<file path="src/rtl/piso_serializer_hs.sv">
// Parallel-in serial-out serializer with valid/ready load handshake and gapless back-to-back words.
// Define SERIALIZER_PARITY_EN to append an even-parity cycle after the data bits of each word.
module piso_serializer_hs #(
   parameter int WIDTH     = 4,
   parameter bit LSB_FIRST = 1'b1
) (
   input  logic             clk,
   input  logic             reset,
   input  logic [WIDTH-1:0] load_data,
   input  logic             load_valid,
   output logic             load_ready,
   output logic             ser_out,
   output logic             ser_valid,
   output logic             busy,
   output logic             done
);

`ifdef SERIALIZER_PARITY_EN
   localparam int NBITS = WIDTH + 1;
   localparam int CW    = $clog2(WIDTH + 2);
`else
   localparam int NBITS = WIDTH;
   localparam int CW    = $clog2(WIDTH + 1);
`endif
   localparam logic [CW-1:0] LAST = CW'(NBITS - 1);

   typedef enum logic {IDLE, SHIFT} state_t;

   state_t           state_q, state_d;
   logic [CW-1:0]    cnt_q, cnt_d;
   logic [WIDTH-1:0] shreg_q, shreg_d;
   logic             ser_out_q, ser_out_d;
   logic             ser_valid_q, ser_valid_d;
   logic             busy_q, busy_d;
   logic             done_q, done_d;
   logic             accept;
`ifdef SERIALIZER_PARITY_EN
   localparam logic [CW-1:0] LAST_DATA = CW'(WIDTH - 1);
   logic             par_q, par_d;
`endif

   // The shift register holds the not-yet-emitted bits with the next one at the output end.
   logic             first_bit, next_bit;
   logic [WIDTH-1:0] shifted_load, shifted_reg;

   if (LSB_FIRST) begin : g_lsb
      assign first_bit    = load_data[0];
      assign shifted_load = load_data >> 1;
      assign next_bit     = shreg_q[0];
      assign shifted_reg  = shreg_q >> 1;
   end else begin : g_msb
      assign first_bit    = load_data[WIDTH-1];
      assign shifted_load = load_data << 1;
      assign next_bit     = shreg_q[WIDTH-1];
      assign shifted_reg  = shreg_q << 1;
   end

   always_comb begin
      state_d     = state_q;
      cnt_d       = cnt_q;
      shreg_d     = shreg_q;
      ser_out_d   = ser_out_q;
      ser_valid_d = 1'b0;
      busy_d      = 1'b0;
      done_d      = 1'b0;
`ifdef SERIALIZER_PARITY_EN
      par_d       = par_q;
`endif
      // Ready in IDLE and in the final cycle of a word, which makes back-to-back gapless.
      load_ready  = (state_q == IDLE) || (cnt_q == LAST);
      accept      = load_valid && load_ready;

      if (accept) begin
         state_d     = SHIFT;
         cnt_d       = '0;
         shreg_d     = shifted_load;
         ser_out_d   = first_bit;
         ser_valid_d = 1'b1;
         busy_d      = 1'b1;
`ifdef SERIALIZER_PARITY_EN
         par_d       = ^load_data;
`endif
      end else if ((state_q == SHIFT) && (cnt_q != LAST)) begin
         cnt_d       = cnt_q + CW'(1);
         shreg_d     = shifted_reg;
`ifdef SERIALIZER_PARITY_EN
         ser_out_d   = (cnt_q == LAST_DATA) ? par_q : next_bit;
`else
         ser_out_d   = next_bit;
`endif
         ser_valid_d = 1'b1;
         busy_d      = 1'b1;
         done_d      = (cnt_d == LAST);
      end else begin
         state_d   = IDLE;
         cnt_d     = '0;
         shreg_d   = '0;
         ser_out_d = 1'b0;
      end
   end

   always_ff @(posedge clk) begin
      if (reset) begin
         state_q     <= IDLE;
         cnt_q       <= '0;
         shreg_q     <= '0;
         ser_out_q   <= 1'b0;
         ser_valid_q <= 1'b0;
         busy_q      <= 1'b0;
         done_q      <= 1'b0;
`ifdef SERIALIZER_PARITY_EN
         par_q       <= 1'b0;
`endif
      end else begin
         state_q     <= state_d;
         cnt_q       <= cnt_d;
         shreg_q     <= shreg_d;
         ser_out_q   <= ser_out_d;
         ser_valid_q <= ser_valid_d;
         busy_q      <= busy_d;
         done_q      <= done_d;
`ifdef SERIALIZER_PARITY_EN
         par_q       <= par_d;
`endif
      end
   end

   assign ser_out   = ser_out_q;
   assign ser_valid = ser_valid_q;
   assign busy      = busy_q;
   assign done      = done_q;

endmodule

</file>
<file path="config.mk">
export PLATFORM = sky130hd
export DESIGN_NAME = piso_serializer_hs
export DESIGN_NICKNAME = d
export VERILOG_FILES = /design/src/rtl/piso_serializer_hs.sv
export SDC_FILE = /design/constraint.sdc
export NUM_CORES = 1
export LEC_CHECK = 0
export ABC_AREA = 1
export CAP_MARGIN = 40
export CORE_AREA = 4 4 41 43
export CTS_CLUSTER_DIAMETER = 80
export CTS_CLUSTER_SIZE = 30
export DETAILED_ROUTE_END_ITERATION = 16
export DIE_AREA = 0 0 45 47
export GPL_TIMING_DRIVEN = 0
export SYNTH_ARGS = -nofsm -noshare
export SYNTH_HDL_FRONTEND = slang
export SYNTH_SLANG_ARGS = --single-unit
</file>
<file path="constraint.sdc">
create_clock -name clk -period 3.2 [get_ports clk]
set_input_delay 0.48 -clock clk [delete_from_list [all_inputs] [get_ports clk]]
set_output_delay 0.48 -clock clk [all_outputs]
set_load 0.03 [all_outputs]
</file>
## Word level (Yosys, flattened, before mapping)

Cells that the tools add are included.

- Register bits after elaboration: 11
- Latch bits: 0
- RAM bits: 0
- Memory bits (read-only): 0
- Input bits: 7
- Memories kept: 0

- $add $sub $neg: 1
- $mul: 0
- Divide/modulo/power cells: 0
- Order comparisons: 0
- Equal/unequal tests: 4
- Shift-type cells: 0
- Multiplexer cells: 8
- Bitwise gates (word level): 2
- Reduce and logical (&&, ||, !) cells: 5

Operators by type and width:

| kind | number |
|---|---|
| 3-bit by 2-bit equality test with 1-bit output (second input constant) | 2 |
| 1-bit 2-to-1 mux | 6 |
| 3-bit 2-to-1 mux | 2 |
| 3-bit by 1-bit adder with 3-bit output (second input constant) | 1 |
| 3-bit by 2-bit inequality test with 1-bit output (second input constant) | 1 |
| 3-bit OR reduction | 1 |
| 1-bit logical AND | 2 |
| 2-bit inequality test (second input constant) | 1 |
| 1-bit NOT | 2 |
| 2-bit OR reduction | 1 |
| 1-bit logical OR | 1 |

## Longest topological paths before layout

- Word-level depth: 4
- Mapped depth: 7
- Gate-level depth less buffers: 7

## Least setup slack after synthesis

OpenSTA, ideal clock, no wires.

- Path type: reg2out
- Start: register cnt_q[0]
- End: output load_ready
- Arrival: 900 ps
- Setup slack: 1820 ps
- Stages on the path, launching flop included: 5
- Path buffers: 0
- Path through: dfxtp_1 -> ha_1 -> ha_1 -> inv_1 -> nand2_4

- Word-level cells in the longest chain between the ends: 2

RTL lines:

| item | line | RTL |
|---|---|---|
| start: declaration | 30 | `logic [CW-1:0] cnt_q, cnt_d;` |
| start signal: assignment | 116 | `cnt_q <= cnt_d;` |
| 3-bit by 2-bit equality test with 1-bit output | 70 | `load_ready = (state_q == IDLE) \|\| (cnt_q == LAST);` |
| 1-bit logical OR | 70 |  |
| end: declaration | 11 | `output logic load_ready,` |

No other way between the ends.

## Worst setup path after layout

Same ends and word-level chain as after synthesis.

==> metrics.cfg <==
[run_status]
status = finished clean

[clock_tree]
post_cts_resized = 0
clockBufferDepth = 2
clock_latency_ns = 0.26
clkSinkCount = 10
clockRootBuffer = clkbuf_4
h-tree-depth = 1
cts_hold_buf = 0
cts_inserted_buffers = 3
postCtsSetupBuffers = 0
cts_tree = yes
clk_pin_slew_ns = 0.07

[power_and_ir_drop]
p_leak_nw = 0.238
finalPower_uw = 278
peakVddDrop_uv = 281
p_per_area_mw_per_mm2 = 520

[yosys]
synth_cell_types = 12
yosys.area.top_type = dfxtp_1
synth_nets = 51
synthCells = 41
yosysWarningCount = 0
ys_ff_latch = 10
synthTopCellsByArea = dfxtp_1, ha_1, nor2_1, inv_1, nand2_1
synth_area_per_cell_um2 = 9.03
yosysSeqAreaShare_pct = 54.1
synth_top_area_share_pct = 54.1
syn_area_um2 = 370

[floorplan]
start_util_pct = 28.5
coreArea_mm2 = 0.00130
die_area_mm2 = 0.00212
die_h_um = 47
io_pins = 12
rows = 13
die_w_um = 45

[worst_setup_path]
slowest_stage = clkdlybuf4s50_1
cp-end-kind = output port
critical_path.cell_chain = ha_1, ha_1, inv_1, nand2_4, clkdlybuf4s50_1
worst-setup-path-type = reg2out
cpPeakStageDelay_ns = 0.60
start_kind = flip-flop
crit_required_ns = 2.72
cp_data_arrival_time_ns = 1.79
crit_path_max_fanout = 7
cp_common_cell = ha_1

[placed_design]
port_buffers = 11
postPlaceCellArea_um2 = 499
dp_hpwl_um = 491
gp_congestion = 0.653

[finish]
fillerInstances = 150
multiInputGateArea_um2 = 140
mostFrequentLayoutCells = clkdlybuf4s50_1, dfxtp_1, nor2_1, inv_1, nand2_1
stdcell_area_um2 = 536
layout-area-overhead-vs-synth_pct = 44.6
drive_gt1_share_pct = 14.3
antennaDiodeCount = 0
final_common_cell = clkdlybuf4s50_1
regArea_um2 = 200
nNetsFinal = 67

[global_route]
grt_overflow = 0
grt_pass1_wl_um = 1110
grt_pass1_vias = 292
grt_util_all_layers_pct = 7.80
antenna_found_initial = 0
grt_max_degree = 8

[routing]
wl_per_cell_um = 8.38
wl_um = 595
met3_length_um = 33
firstDrtPassIters = 4
routed.top_layer = met4
vias_per_cell = 4.41
drt_iter0_markers = 3
antenna_left = 0
dr_total_vias = 313
drc = 0
met1Wirelength_um = 242
dr_wl_met2_um = 297

[sta]
timing.fmax_ghz = 0.440
final_max_slew_viol_count = 0
finalCriticalPeriod_ns = 2.27
relSlewSlack_pct = 79.7
setup_tns_ns = 0
rsz0062_at_grt = false
finalSetupViolations = 0
worst_pin_slew_ns = 0.304
hold_viol_final = 0
fin_crit_sh_pct = 71.0
skew_ns = 0.000367

[job]
drv_cap = 0

[worst_hold_path]
hold_path_class = reg2reg

## sequential cells by signal, summed over array words and instances (netlist names)
name,count
cnt_q,3
shreg_q,3
busy,1
done,1
ser_out,1
state_q,1
## area by class of cell
| class | instances | area share, % |
|---|---|---|
| sequential | 10 | 37.4 |
| multi-input combinational | 24 | 26.2 |
| timing repair buffer | 11 | 20.6 |
| clock buffer | 4 | 6.78 |
| inverter | 6 | 4.21 |
| tap | 15 | 3.50 |
| buffer | 1 | 1.40 |
## cells by family (layout without fill, tap and decap cells)
family / Yosys count / in the layout / share of synthesized area, %
simple gates: 19 / 19 / 25.0
flops: 10 / 10 / 54.1
buf+inv: 7 / 22 / 8.11
fa+ha+maj: 3 / 3 / 10.1
compound gates: 2 / 2 / 2.70
## metrics by stage
stage          hold slack, ns  cells  util, %  worst slack, ns
2_1_floorplan           0.417     41        -             1.82
3_3_place_gp            0.435     67     38.4             1.20
3_5_place_dp            0.446     67     38.4             1.20
4_1_cts                 0.458     71     41.2            0.905
5_1_grt                 0.493     71     41.2            0.820
6_report                0.455     71     41.2            0.928
## per-layer routing
layer	track usage [%]	vias to the layer above
met5	0	-
met4	8.77	0
met3	2.30	2
met2	11.9	8
met1	8.12	142
li1	-	161
## worst max-delay path, delay by kind of cell (launching register included)
family                     cells  cell delay (ns)
buffers and inverters          2             0.73
adders and majority gates      2             0.37
DFF                            1             0.33
and+or+nand+nor                1             0.10
## synth_stat cells
cell type  number
a21oi_1         2
buf_4           1
dfxtp_1        10
ha_1            3
inv_1           5
inv_2           1
nand2_1         5
nand2_2         1
nand2_4         1
nand3_1         3
nand4_1         3
nor2_1          6
## worst paths after layout
path	start	end	slack, ns	depth (start not counted)
worst max-delay path	cnt_q[0]	load_ready	0.93	5
worst min-delay path	cnt_q[0]	cnt_q[0]	0.45	1
worst max register to register	cnt_q[0]	cnt_q[2]	2.00	7
worst min register to register	cnt_q[0]	cnt_q[0]	0.45	1
## power by group
group          switching [mW]  internal [mW]
Clock                  0.0439         0.0691
Combinational          0.0164         0.0164
Sequential            0.00295          0.129
No activity file was read; power rests on OpenSTA's default activity.
